[config.mk]
export PLATFORM = sky130hd
export DESIGN_NAME = pipe_ctrl
export DESIGN_NICKNAME = d
export VERILOG_FILES = /design/src/rtl/pipe_ctrl.sv
export SDC_FILE = /design/constraint.sdc
export NUM_CORES = 1
export LEC_CHECK = 0
export ABC_AREA = 0
export CAP_MARGIN = 40
export CORE_AREA = 5 5 42 44
export CTS_CLUSTER_SIZE = 20
export DETAILED_ROUTE_END_ITERATION = 7
export DIE_AREA = 0 0 47 49
export PLACE_DENSITY_LB_ADDON = 0.2
export SYNTH_ARGS = -nofsm -noshare
export SYNTH_HDL_FRONTEND = slang
export SYNTH_SLANG_ARGS = --single-unit
export TNS_END_PERCENT = 30
[constraint.sdc]
create_clock -name clk -period 4.3 [get_ports clk]
set_input_delay 0.86 -clock clk [delete_from_list [all_inputs] [get_ports clk]]
set_output_delay 0.86 -clock clk [all_outputs]
set_load 0.005 [all_outputs]
[src/rtl/pipe_ctrl.sv]
// Pipeline sequencing controller: per-stage enable/clear strobes and PC enable.
// Optional multi-cycle mul/div stall enabled by defining PIPE_CTRL_MULDIV_STALL_EN.
//
// state | meaning
// RUN   | normal flow; halt, mul/div, branch and load-use events evaluated
// BUSY  | mul/div occupying EX; front end frozen, EX/MEM fed bubbles
// HALT  | front end frozen, older instructions drain; left only by reset
module pipe_ctrl #(
  parameter int MULDIV_CYCLES = 32,
  parameter int CNT_W         = 6
) (
  input  logic       clk,
  input  logic       rst_n,
  input  logic [4:0] id_rs,
  input  logic [4:0] id_rt,
  input  logic       id_use_rs,
  input  logic       id_use_rt,
  input  logic       ex_mem_read,
  input  logic [4:0] ex_rd,
  input  logic       ex_branch_taken,
  input  logic       ex_muldiv_start,
  input  logic       ex_halt,
  output logic       pc_en,
  output logic       ifid_en,
  output logic       ifid_clr,
  output logic       idex_en,
  output logic       idex_clr,
  output logic       exmem_en,
  output logic       exmem_clr,
  output logic       memwb_en,
  output logic       memwb_clr,
  output logic       busy,
  output logic       halted
);

  typedef enum logic [1:0] {
    ST_RUN  = 2'd0,
    ST_BUSY = 2'd1,
    ST_HALT = 2'd2
  } state_t;

  state_t r_state;
  state_t w_state_nxt;
  logic   w_lu;
  logic   w_chk_br_lu;

  assign w_lu = ex_mem_read && (ex_rd != 5'd0) &&
                ((id_use_rs && (id_rs == ex_rd)) || (id_use_rt && (id_rt == ex_rd)));

`ifdef PIPE_CTRL_MULDIV_STALL_EN
  localparam logic [CNT_W-1:0] LP_CNT_LOAD = CNT_W'(MULDIV_CYCLES - 2);

  logic [CNT_W-1:0] r_cnt;
  logic [CNT_W-1:0] w_cnt_nxt;

  always_ff @(posedge clk) begin
    if (!rst_n) r_cnt <= '0;
    else        r_cnt <= w_cnt_nxt;
  end
`else
  // Mul/div treated as single-cycle: its start flag and sizing parameters have no effect.
  localparam logic LP_CFG_OK = (MULDIV_CYCLES >= 2) && (CNT_W > 0);
  logic w_unused;
  assign w_unused = ^{ex_muldiv_start, LP_CFG_OK};
`endif

  always_ff @(posedge clk) begin
    if (!rst_n) r_state <= ST_RUN;
    else        r_state <= w_state_nxt;
  end

  always_comb begin
    pc_en       = 1'b1;
    ifid_en     = 1'b1;
    ifid_clr    = 1'b0;
    idex_en     = 1'b1;
    idex_clr    = 1'b0;
    exmem_en    = 1'b1;
    exmem_clr   = 1'b0;
    memwb_en    = 1'b1;
    memwb_clr   = 1'b0;
    busy        = 1'b0;
    halted      = 1'b0;
    w_chk_br_lu = 1'b0;
    w_state_nxt = r_state;
`ifdef PIPE_CTRL_MULDIV_STALL_EN
    w_cnt_nxt   = r_cnt;
`endif

    if (!rst_n) begin
      // Flush every pipeline register on the reset edge.
      ifid_clr  = 1'b1;
      idex_clr  = 1'b1;
      exmem_clr = 1'b1;
      memwb_clr = 1'b1;
    end else begin
      case (r_state)
        ST_RUN: begin
          if (ex_halt) begin
            ifid_clr    = 1'b1;
            idex_clr    = 1'b1;
            pc_en       = 1'b0;
            w_state_nxt = ST_HALT;
          end
`ifdef PIPE_CTRL_MULDIV_STALL_EN
          else if (ex_muldiv_start) begin
            pc_en       = 1'b0;
            ifid_en     = 1'b0;
            idex_en     = 1'b0;
            exmem_clr   = 1'b1;
            w_cnt_nxt   = LP_CNT_LOAD;
            w_state_nxt = ST_BUSY;
          end
`endif
          else begin
            w_chk_br_lu = 1'b1;
          end
        end

        ST_BUSY: begin
`ifdef PIPE_CTRL_MULDIV_STALL_EN
          if (r_cnt != '0) begin
            pc_en     = 1'b0;
            ifid_en   = 1'b0;
            idex_en   = 1'b0;
            exmem_clr = 1'b1;
            busy      = 1'b1;
            w_cnt_nxt = r_cnt - CNT_W'(1);
          end else begin
            // Release cycle: the mul/div advances; halt/start are not re-examined here.
            w_chk_br_lu = 1'b1;
            w_state_nxt = ST_RUN;
          end
`else
          w_state_nxt = ST_RUN;
`endif
        end

        ST_HALT: begin
          pc_en     = 1'b0;
          ifid_en   = 1'b0;
          idex_en   = 1'b0;
          exmem_clr = 1'b1;
          memwb_en  = 1'b1;
          halted    = 1'b1;
        end

        default: begin
          w_state_nxt = ST_RUN;
        end
      endcase

      // Branch wins over load-use: the ID instruction is wrong-path anyway.
      if (w_chk_br_lu) begin
        if (ex_branch_taken) begin
          ifid_clr = 1'b1;
          idex_clr = 1'b1;
          pc_en    = 1'b1;
        end else if (w_lu) begin
          pc_en    = 1'b0;
          ifid_en  = 1'b0;
          idex_clr = 1'b1;
        end
      end
    end
  end

endmodule

==> run metrics, run 1 <==
Top reg by flops r_state; Clock Latency Late Sink 0 ns; Initial DRC Count 0; largest registers r_state (1); vias between 300 and 400; vias in the first global route 262; Synth area leaders xnor2_1, buf_4, dfxtp_1; P_int 0.0436 mW; layout net count ~90; NetSw around 0.016 mW; die width 47 µm; Largest register FFs 1; final setup fails 0; Startpoint Class primary input; Compound-Gate Fraction of Synth Area approximately 17%; wire length on met3 81 µm; max layer used met3; # rows 14; crit path capture type output pin; # diodes 0; switching share of power 26.6%; Top Ports 34; Final Skew 0 ns; sequential area share after synthesis 8.21%; initial cell density of the core 17.4%; post-synthesis cell count 36; Total GRT Usage 5.75%; dominant cell type by area after synthesis xnor2_1; total core area 0.00140 mm²; unrepaired setup endpoints after global routing false; Warnings, synthesis 0; Post-DP HPWL roughly 740 µm; Worst Hold Class reg2reg; crit share post-route a little under nine tenths; Congestion Overflow GR 0; largest family of logic cells by synthesized area XOR/XNOR gates; Area Growth Syn to Fin 119%; crit path DAT about 2.8 ns; top cell type's share of synthesized area between 30% and 40%; xor/xnor cell area share of the yosys netlist 35.9%; post-layout min period 3.67 ns; Syn Area/Cell 6.78 µm²; number of synthesized register bits 1; post-CTS sizing 0; RePlAce Congestion 0.608; worst path required time 3.44 ns; TNS Setup 0 ns; status complete, no violations; ANT nets after route 0; Clk pwr share 0%; MaxCap Viol Count 0; pin count of the biggest net entering global routing 6; Post-route DRC 0; post-synthesis simple-gate area fraction between 10% and 20%; Peak Freq 272 MHz; share of power burned in registers 18.1%; routed wire length approximately 780 µm; met2 wire len 423 µm; power consumption 0.0594 mW; Pwr Density about 110 mW/mm²; Buffers on Ports 29; Initial DRT Pass Iterations 1; Crit Path Class in2out; Synth Area in Adders 0%; initial antenna violation count 0; placed insts just under 80; worst r2r path cells 2; Final Non-Filler Cells 79; max-slew violations 0; Cell Area, Synth 244 µm²; combinational power share 81.9%; clock transition at the registers of the reported paths 0 ns; WL/cell just under 10 µm; Post-CTS Hold Fix Bufs 0; first-pass GRT wire length between 1000 and 1500 µm; share of layout cells above drive strength 1 0%; Via density 3.87; post-synthesis mux area share 0%; Yosys cell types 16; CP max FO 3; # Post-CTS Setup Buffers 0; Hold Crit Depth 2; die area between 0.002 and 0.0025 mm²; Die H 49 µm; Metal-1 WL 272 µm; Leak around 0.20 nW; Hold WS 0.531 ns; worst vdd ir 0.0440 mV; Fin. Hold Viols 0
==> logic make-up after synthesis <==
group,Yosys count
XOR/XNOR,10
AND/OR/NAND/NOR,10
buffers and inverters,7
AO/OA/AOI/OAI,6
other,2
flip-flops,1
==> per-layer routing <==
layer,up-vias,global-route usage (%)
li1,170,-
met1,126,6.09
met2,10,11.5
met3,0,1.11
met4,0,0
met5,-,0
==> worst max-delay path, cell delays in order <==
cell and delay (ns):
clkdlybuf4s50_1 0.46, or4_1 0.54, o21a_1 0.21, a41oi_1 0.21
clkdlybuf4s50_1 0.53
==> through the flow <==
step	worst slack, ns	cell area, µm²	utilization (%)
2_1_floorplan	1.65	248	-
3_3_place_gp	0.607	536	38.2
3_5_place_dp	0.608	536	38.2
4_1_cts	0.597	536	38.2
5_1_grt	0.538	536	38.2
6_report	0.627	536	38.2
==> path summary, 6_finish.rpt <==
check	start	endpoint	slack (ns)
setup / recovery	ex_rd[1]	pc_en	0.63
hold / removal	r_state[1]	r_state[1]	0.53
setup reg to reg	r_state[1]	r_state[1]	3.71
hold reg to reg	r_state[1]	r_state[1]	0.53
==> layout make-up <==
class	count	area [µm²]
Inverter	4	15.0
Fill cell	159	866
Sequential cell	1	20.0
Timing Repair Buffer	29	290
Tap cell	16	20.0
Multi-Input combinational cell	29	190
==> power groups by stage <==
| stage | clock (mW) | sequential (mW) | combinational, mW |
|---|---|---|---|
| floorplan | 0 | 0.0106 | 0.0183 |
| global placement | 0 | 0.0107 | 0.0495 |
| detailed placement | 0 | 0.0107 | 0.0492 |
| CTS | 0 | 0.0107 | 0.0495 |
| global route | 0 | 0.0108 | 0.0525 |
| finish | 0 | 0.0107 | 0.0487 |
==> cell usage in the layout, fill, tap and decap left out, drive strengths merged <==
| cell type | n |
|---|---|
| a31o | 1 |
| a31oi | 1 |
| a41oi | 1 |
| clkdlybuf4s50 | 29 |
| conb | 3 |
| dfxtp | 1 |
| inv | 4 |
| nand2 | 3 |
| nand2b | 1 |
| nand4 | 2 |
| nor2 | 3 |
| o21a | 1 |
| o21ai | 1 |
| o22ai | 1 |
| or4 | 1 |
| xnor2 | 10 |
==> synthesized netlist by cell type, drive strengths merged <==
cell / count
nor2: 3
o21a: 1
inv: 4
buf: 3
nand2: 3
nand2b: 1
conb: 2
a31oi: 1
o21ai: 1
or4: 1
xnor2: 10
nand4: 2
a31o: 1
o22ai: 1
dfxtp: 1
a41oi: 1
(Power assumes the default switching activity.)
==> run 2: changes to the inputs <==
--- a/config.mk
+++ b/config.mk
@@ -11,6 +11,7 @@
 export CTS_CLUSTER_SIZE = 20
 export DETAILED_ROUTE_END_ITERATION = 7
 export DIE_AREA = 0 0 47 49
+export GPL_ROUTABILITY_DRIVEN = 0
 export PLACE_DENSITY_LB_ADDON = 0.2
 export SYNTH_ARGS = -nofsm -noshare
 export SYNTH_HDL_FRONTEND = slang
==> results of run 2 <==
Final layout, timing and power as in run 1 (identical DEF).
==> run 3: changes to the inputs <==
--- a/config.mk
+++ b/config.mk
@@ -6,7 +6,7 @@
 export NUM_CORES = 1
 export LEC_CHECK = 0
 export ABC_AREA = 0
-export CAP_MARGIN = 40
+export CAP_MARGIN = 20
 export CORE_AREA = 5 5 42 44
 export CTS_CLUSTER_SIZE = 20
 export DETAILED_ROUTE_END_ITERATION = 7
==> constraint.sdc (replaced) <==
create_clock -name clk -period 4 [get_ports clk]
set_input_delay 0.8 -clock clk [delete_from_list [all_inputs] [get_ports clk]]
set_output_delay 0.8 -clock clk [all_outputs]
set_load 0.005 [all_outputs]
==> run metrics, run 3 (synthesis results as in run 1) <==
initial antenna violation count 0 (unchanged); ANT nets after route 0 (unchanged); Clock Latency Late Sink 0 ns (unchanged); post-CTS sizing 0 (unchanged); MaxCap Viol Count 0 (unchanged); post-layout min period 3.56 ns; final setup fails 0 (unchanged); area occupied by multi-input gates 190 µm² (unchanged); Area Growth Syn to Fin 119% (unchanged); largest registers r_state (1); Post-CTS Hold Fix Bufs 0 (unchanged); crit path capture type output pin; Fin. Hold Viols 0 (unchanged); Worst Hold Class reg2reg; die width 47 µm (unchanged); Peak Freq 281 MHz; # rows 14 (unchanged); Post-route DRC 0 (unchanged); CP max FO 3 (unchanged); # diodes 0 (unchanged); layout net count 88 (unchanged); clock transition at the registers of the reported paths 0 ns (unchanged); Top Ports 34 (unchanged); WL/cell 9.86 µm (+0.26%); Leak 0.205 nW (unchanged); first-pass GRT wire length 1170 µm (+11%); total core area 0.00140 mm² (unchanged); power consumption 0.0638 mW (+7.5%); vias in the first global route 285 (+8.8%); Final Skew 0 ns (unchanged); worst vdd ir 0.0491 mV (+12%); Initial DRT Pass Iterations 1 (unchanged); initial cell density of the core 17.4% (unchanged); most common cell after layout, fill and taps aside clkdlybuf4s50_1; Die H 49 µm (unchanged); Hold WS 0.518 ns (-0.0123 ns); Post-DP HPWL 740 µm (+0.26%); Via density 3.90 (+0.65%); die area 0.00230 mm² (unchanged); vias 308 (+0.65%); Buffers on Ports 29 (unchanged); Total GRT Usage 6.32% (+0.56 points); share of layout cells above drive strength 1 0% (unchanged); pin count of the biggest net entering global routing 6 (unchanged); Final Non-Filler Cells 79 (unchanged); max-slew violations 0 (unchanged); unrepaired setup endpoints after global routing false; Initial DRC Count 0 (unchanged); Crit Path Class in2out; crit path DAT 2.76 ns (-0.05 ns); routed wire length 779 µm (+0.26%); worst path required time 3.20 ns (-0.24 ns); placed insts 79 (unchanged); Pwr Density 119 mW/mm² (+7.5%); commonest cells after routing, fill and taps aside clkdlybuf4s50_1, xnor2_1, inv_1; Congestion Overflow GR 0 (unchanged); Top reg by flops r_state; # Post-CTS Setup Buffers 0 (unchanged); Startpoint Class primary input; crit share post-route 88.9%; Fillers 159 (unchanged); TNS Setup 0 ns (unchanged); Largest register FFs 1 (unchanged); FF/Latch Area 20.0 µm² (unchanged); post-layout util 38.2% (unchanged); status complete, no violations
run 3: cell counts in the layout (fill, tap and decap cells not counted):
No cell type changed its count.
run 3: power breakdown:
part / internal, mW / total (mW) / switching [mW]
registers: 0.0109 / 0.0114 / 0.000534
clock network: 0 / 0 / 0
logic: 0.0360 / 0.0524 / 0.0164
total: 0.0469 / 0.0638 / 0.0169
run 3: routing by layer:
metal	vias to the layer above	global-route usage, %	wire, µm
met3	0	0	67
li1	170	-	-
met4	0	0	0
met5	-	0	0
met2	10	12.4	410
met1	128	7.61	301
run 3: area by class of cell:
type	count	share of cell area, %
timing repair buffer	29	54.2
inverter	4	2.80
multi-input combinational	29	35.5
tap	16	3.74
sequential	1	3.74
run 3: worst paths after layout:
check | slack (ns) | endpoint | cells after the start | start
hold / removal | 0.52 | r_state[1] | 2 | r_state[1]
setup / recovery | 0.44 | pc_en | 5 | ex_rd[1]
hold reg to reg | 0.52 | r_state[1] | 2 | r_state[1]
setup reg to reg | 3.42 | r_state[1] | 2 | r_state[1]
run 3: critical path, stage by stage:
cell and delay, ns:
clkdlybuf4s50_1 0.46, or4_1 0.54, o21a_1 0.21, a41oi_1 0.21
clkdlybuf4s50_1 0.53
run 3: metrics by stage:
step,setup slack (ns),area [µm²]
2_1_floorplan,1.47,248
3_3_place_gp,0.428,536
3_5_place_dp,0.427,536
4_1_cts,0.418,536
5_1_grt,0.356,536
6_report,0.445,536
